File: config.mk
export PLATFORM = sky130hd
export DESIGN_NAME = hyper_arb
export DESIGN_NICKNAME = d
export VERILOG_FILES = /design/src/rtl/hyper_arb.sv
export SDC_FILE = /design/constraint.sdc
export NUM_CORES = 1
export LEC_CHECK = 0
export ABC_AREA = 0
export CAP_MARGIN = 20
export CORE_ASPECT_RATIO = 0.9
export CORE_MARGIN = 4
export CORE_UTILIZATION = 25
export DETAILED_ROUTE_END_ITERATION = 8
export PLACE_DENSITY_LB_ADDON = 0.05
export RECOVER_POWER = 25
export SLEW_MARGIN = 5
export SYNTH_ARGS = -nofsm -noshare
export SYNTH_HDL_FRONTEND = slang
export SYNTH_SLANG_ARGS = --single-unit
File: constraint.sdc
create_clock -name clk -period 2.01 [get_ports clk]
set_input_delay 0.201 -clock clk [delete_from_list [all_inputs] [get_ports clk]]
set_output_delay 0.201 -clock clk [all_outputs]
set_load 0.05 [all_outputs]
File: src/rtl/hyper_arb.sv
// hyper_arb: two-port arbiter issuing single-dword read/write commands to hyper_xface.
// Each transaction is latched at grant time and held until its one-cycle ack.
// A missing busy response is bounded by TIMEOUT_CYC and flagged in a sticky error bit.
// Build option: define HYPER_ARB_RR_EN to use round-robin arbitration. Without it,
// arbitration is fixed priority with port 0 first.
module hyper_arb #(
  parameter int unsigned TIMEOUT_CYC = 15
) (
  input  logic        clk,
  input  logic        reset,
  input  logic        p0_req,
  input  logic        p0_we,
  input  logic        p0_reg,
  input  logic [31:0] p0_addr,
  input  logic [31:0] p0_wr_d,
  input  logic [3:0]  p0_be,
  output logic        p0_ack,
  output logic [31:0] p0_rd_d,
  input  logic        p1_req,
  input  logic        p1_we,
  input  logic        p1_reg,
  input  logic [31:0] p1_addr,
  input  logic [31:0] p1_wr_d,
  input  logic [3:0]  p1_be,
  output logic        p1_ack,
  output logic [31:0] p1_rd_d,
  output logic        rd_req,
  output logic        wr_req,
  output logic        mem_or_reg,
  output logic [3:0]  wr_byte_en,
  output logic [31:0] addr,
  output logic [31:0] wr_d,
  output logic [5:0]  rd_num_dwords,
  input  logic        busy,
  input  logic        rd_rdy,
  input  logic [31:0] rd_d,
  output logic        grant,
  output logic        timeout_err
);

  localparam int unsigned NDW  = 6;
  localparam int unsigned CNTW = 8;

  typedef enum logic [2:0] {IDLE, ISSUE, WAIT_BUSY, WAIT_DONE, DONE} state_t;

  state_t          state;
  logic            cmd_we;
  logic [CNTW-1:0] to_cnt;
  logic            win_c;
`ifdef HYPER_ARB_RR_EN
  logic            last_grant;
`endif

  // Winner among the current requesters; only consulted in IDLE with a request pending
  always_comb begin
    win_c = 1'b0;
`ifdef HYPER_ARB_RR_EN
    if (p0_req && p1_req) win_c = ~last_grant;
    else                  win_c = p1_req;
`else
    win_c = ~p0_req;
`endif
  end

  // Transaction sequencer with registered command, ack and read-data outputs
  always_ff @(posedge clk) begin
    if (reset) begin
      state         <= IDLE;
      cmd_we        <= 1'b0;
      to_cnt        <= '0;
      rd_req        <= 1'b0;
      wr_req        <= 1'b0;
      p0_ack        <= 1'b0;
      p1_ack        <= 1'b0;
      p0_rd_d       <= '0;
      p1_rd_d       <= '0;
      addr          <= '0;
      wr_d          <= '0;
      wr_byte_en    <= '0;
      mem_or_reg    <= 1'b0;
      rd_num_dwords <= NDW'(1);
      grant         <= 1'b0;
      timeout_err   <= 1'b0;
`ifdef HYPER_ARB_RR_EN
      last_grant    <= 1'b1;
`endif
    end else begin
      rd_req <= 1'b0;
      wr_req <= 1'b0;
      p0_ack <= 1'b0;
      p1_ack <= 1'b0;
      case (state)
        IDLE: begin
          if (p0_req || p1_req) begin
            grant <= win_c;
`ifdef HYPER_ARB_RR_EN
            last_grant <= win_c;
`endif
            if (win_c) begin
              cmd_we     <= p1_we;
              wr_req     <= p1_we;
              rd_req     <= ~p1_we;
              mem_or_reg <= p1_reg;
              addr       <= p1_addr;
              wr_d       <= p1_wr_d;
              wr_byte_en <= p1_be;
            end else begin
              cmd_we     <= p0_we;
              wr_req     <= p0_we;
              rd_req     <= ~p0_we;
              mem_or_reg <= p0_reg;
              addr       <= p0_addr;
              wr_d       <= p0_wr_d;
              wr_byte_en <= p0_be;
            end
            state <= ISSUE;
          end
        end
        ISSUE: begin
          to_cnt <= '0;
          state  <= WAIT_BUSY;
        end
        WAIT_BUSY, WAIT_DONE: begin
          if (rd_rdy && !cmd_we) begin
            if (grant) p1_rd_d <= rd_d;
            else       p0_rd_d <= rd_d;
          end
          if (state == WAIT_BUSY) begin
            if (busy) begin
              state <= WAIT_DONE;
            end else if (to_cnt == CNTW'(TIMEOUT_CYC - 1)) begin
              timeout_err <= 1'b1;
              p0_ack      <= ~grant;
              p1_ack      <= grant;
              state       <= DONE;
            end else begin
              to_cnt <= to_cnt + CNTW'(1);
            end
          end else if (!busy) begin
            p0_ack <= ~grant;
            p1_ack <= grant;
            state  <= DONE;
          end
        end
        DONE: begin
          state <= IDLE;
        end
        default: begin
          state <= IDLE;
        end
      endcase
    end
  end

endmodule

# After elaboration in Yosys (flattened, before gate mapping)
# Cells that the tools add are included.
dict set report totals {
  register_bits 151
  input_bits 178
  output_inout_bits 145
  elab_cells 72
}
dict set report classes {
  addsub 1
  eq_ne 10
  mux 24
  bitwise_logic 8
  reduce_logical 14
}
# operator n
set ops {}
lappend ops {{two-way mux 32 bit} 2}
lappend ops {{two-way mux 8 bit} 3}
lappend ops {{one-hot mux 8 bit (2 select lines)} 1}
lappend ops {{two-way mux 3 bit} 5}
lappend ops {{two-way mux 1 bit} 11}
lappend ops {{one-hot mux 3 bit (3 select lines)} 1}
lappend ops {{AND reduction 3 bit} 3}
lappend ops {{adder 8 x 1 -> 8 bit (second input constant)} 1}
lappend ops {{equality test 8 x 4 -> 1 bit (second input constant)} 1}
lappend ops {{inequality test 2 bit (second input constant)} 4}
lappend ops {{NOT 1 bit} 8}
lappend ops {{AND reduction 4 bit} 2}
lappend ops {{equality test 3 x 2 -> 1 bit (second input constant)} 2}
lappend ops {{two-way mux 4 bit} 1}
lappend ops {{inequality test 4 bit (second input constant)} 1}
lappend ops {{OR reduction 2 bit} 2}
lappend ops {{equality test 3 x 1 -> 1 bit (second input constant)} 1}
lappend ops {{zero test 3 bit} 1}
lappend ops {{inequality test 3 bit (second input constant)} 1}
lappend ops {{OR reduction 3 bit} 1}
lappend ops {{AND reduction 2 bit} 1}
lappend ops {{nonzero test 2 bit} 1}
lappend ops {{logical AND 1 bit} 1}
lappend ops {{zero test 1 bit} 1}
lappend ops {{logical OR 1 bit} 1}

# Depth between registers and ports, before layout
dict set report logic_depth {
  ltp_word 5
  ltp_mapped 8
  depth_no_buf 6
}

# Worst setup path after synthesis
# OpenSTA, ideal clock, no wires.
dict set report synth_timing {
  kind {register -> register}
  from {register to_cnt[0]}
  to {register state[1]}
  setup_time_ns 0.115
  arrival_time_ns 1.499
  t_required_ns 1.895
  setup_slack_ns 0.397
  path_stages_with_launch 7
  path_buffers 0
  synth_period_minus_slack_ns 1.613
  cell_sequence {dfxtp_1 > inv_1 > ha_1 > and4b_1 > a21oi_1 > nor2_1 > a2111oi_0}
}
dict set report synth_between {
  elab_chain_len 3
}
# item line_no
set synth_rtl {}
lappend synth_rtl {{from (decl)} 48} ;# logic [CNTW-1:0] to_cnt;
lappend synth_rtl {{from (signal assigned)} 137} ;# to_cnt <= to_cnt + CNTW'(1);
lappend synth_rtl {{equality test 8 x 4 -> 1 bit} 131} ;# end else if (to_cnt == CNTW'(TIMEOUT_CYC - 1)) begin
lappend synth_rtl {{inequality test 4 bit (no source line)} -}
lappend synth_rtl {{AND reduction 3 bit (no source line)} -}
lappend synth_rtl {{to (signal assigned)} 130} ;# state <= WAIT_DONE;
lappend synth_rtl {{to (signal assigned)} 135} ;# state <= DONE;
lappend synth_rtl {{to (signal assigned)} 142} ;# state <= DONE;
lappend synth_rtl {{to (decl)} 46} ;# state_t state;
# Every way passes these cells.
# A chain may end at the register's enable or synchronous reset.

# Worst setup path in the final report
dict set report layout_timing {
  from {register addr[10]}
  to {output addr[10]}
}
# item line_no
set layout_rtl {}
lappend layout_rtl {{from (decl)} 31} ;# output logic [31:0] addr,
lappend layout_rtl {{from (signal assigned)} 104} ;# addr <= p1_addr;
lappend layout_rtl {{from (signal assigned)} 112} ;# addr <= p0_addr;
# No word-level cell between the ends.

==> impl_metrics.ini <==
[run]
max_cap_violations = 0

[routing]
wirelength_um = 21700
dr.first_iter.drc_count = 249
dr_total_vias = 5746
first_pass_iters = 4
drc_errors = 0
drtAntennaViolNets = 0
vias_per_cell = 4.45
wl_per_cell_um = 16.8

[die]
dieArea_um2 = 26800
coreArea_um2 = 23600
start_util = 0.257
num_rows = 53
die_h_um = 156
die_w_um = 172
ios = 323

[sta]
slew_viol_final = 0
tightestPinTransition_ns = 0.575
setup_viol = 0
rsz0062_at_grt = no
slew_headroom = 0.615
hold_violations = 0
worst_clock_skew_ns = 0.0126
setup_slack_ns = 0.195
final.period_utilization = 0.903
setup_tns_ns = 0
fin_crit_ns = 1.81
max_freq_mhz = 551

[power]
p_per_area_nw_per_um2 = 913
p_leak_nw = 3.79
p_total_w = 0.00929
peakVddDrop_v = 0.000525

[placement]
placed_cells = 1261
dpl.hpwl_um = 16100
port_buffers = 316
place_ws_ns = 0.123
place_area_um2 = 9580
gp_congestion = 0.741

[run_status]
status = finished clean

[min_path]
hp-class = in2reg
hp-start = reset

[synthesis]
ys_ff_latch = 151
syn-cell-area_um2 = 6070
synth_top_family_by_area = compound AO/OA/AOI/OAI gates
synth_edf_count = 0
yosysWarningCount = 0
synthTopCellsByArea = dfxtp_1 50%, mux2i_1 12%, a211oi_1 8.9%, nand2_1 8.2%, a21oi_1 5.9%
synth_seq_area_share = 0.498
synth.avg_cell_area_um2 = 8.91
async_reset_ff_frac = 0
synth_adder_area_share = 0.00412
synth_cells = 681
synth_top_area_frac = 0.498
yosysMostFrequentCell = dfxtp_1
yosys.area_share.simple = 0.155
ys.flop_type = dfxtp_1
synth_compound_area_frac = 0.173
synthMuxAreaShare = 0.117
synth_xor_area_frac = 0
synth_top_cell_by_area = dfxtp_1
netlist_top_cells_count = 151 x dfxtp_1, 132 x nand2_1, 75 x nor2_1, 72 x a211oi_1
synthDistinctLibCells = 41

[worst_setup_path]
cp_cell_sequence = clkdlybuf4s50_1
arrival_ns = 1.61
regToRegStartpoint = to_cnt[1]$_SDFFE_PP0P_
cpMaxStageDelayCell = clkdlybuf4s50_1
cp_max_fo = 2
worst_path_largest_cell_delay_ns = 0.83
startpoint_type = flop
critPathTopFamily = buffers and inverters
cp-startpoint = addr[10]$_SDFFE_PP0P_
path_buf_inv = 1
end_kind = output port
critical_path_class = reg2out
cp.required_ns = 1.81

[clock_network]
cts-root-buf = clkbuf_16
htree_levels = 4
cts_setup_buffers = 0
cts-resized-gates = 0
holdBufCountCts = 0
clk_latency_ns = 0.42
clock-sinks = 151
numCtsBuffers = 17
path_clk_slew_ns = 0.06
cts_buffer_depth = 2
tritoncts = done

[grt]
grt_overflow = 0
grt_pass1_vias = 5617
grt_usage = 0.155
antenna_found_initial = 0
grt_pass1_wl_um = 32000
grt_max_degree = 73

[cells_and_area]
antenna_cells = 0
layout-drive-gt1-share = 0.0576
final_nets = 1158
final_cells = 1291
fin_area_um2 = 10200
area_growth_syn_to_layout_pct = 67.8
## layout by cell type (no fill, tap or decap), types with 2 or more instances in the layout
cell,n
a211oi_1,72
a21o_1,2
a21oi_1,71
a31o_2,2
a31oi_1,5
a41oi_1,2
and3_1,3
buf_12,8
buf_4,12
bufinv_16,4
clkbuf_1,2
clkbuf_16,17
clkdlybuf4s50_1,314
clkinv_2,2
clkinv_4,2
clkinvlp_4,3
conb_1,6
dfxtp_1,151
ha_1,2
inv_1,3
mux2i_1,71
nand2_1,132
nand2b_1,2
nor2_1,75
nor3_1,2
nor4b_1,2
## final timing paths
check                             endpoint  slack (ns)  cells past startpoint
hold reg to reg   p1_rd_d[21]$_SDFFE_PP0P_        0.45                      2
setup / recovery                  addr[10]        0.20                      1
setup reg to reg         p0_ack$_SDFF_PP0_        0.29                      5
hold / removal       addr[28]$_SDFFE_PP0P_        0.06                      2
## final cells by class
cell class / count / area (um2)
well taps: 302 / 378
fillers: 2395 / 13400
multi-input cells: 470 / 2760
inverters: 3 / 11.3
clock inverters: 12 / 179
repair buffers: 335 / 3400
clock buffers: 18 / 429
flip-flops and latches: 151 / 3020
## through the flow
step / hold slack, ns / utilization
after global routing: 0.0536 / 0.431
after CTS: 0.0366 / 0.431
after global placement: 0.442 / 0.406
after detailed placement: 0.447 / 0.406
after floorplan: 0.280 / -
final: 0.0629 / 0.431
## where the power goes
group	internal (W)	switching, W	total, W
Sequential	0.00325	0.000139	0.00339
Clock	0.00207	0.00128	0.00335
Combinational	0.00101	0.00154	0.00255
Total	0.00632	0.00297	0.00929
## layer usage
layer  vias up  share of wire  GRT usage
met3        22           0.11     0.0773
met1      2551           0.42      0.187
met4         0          0.016     0.0509
met5         -              0          0
li1       2954              -          -
met2       219           0.45      0.240
## cell families after synthesis
kind of cell / after synthesis
buffers and inverters: 64
and+or+nand+nor: 229
DFF: 151
other: 2
adders and majority gates: 2
AOI/OAI and AO/OA: 162
muxes: 71
Power figures use the tool's default switching activity.
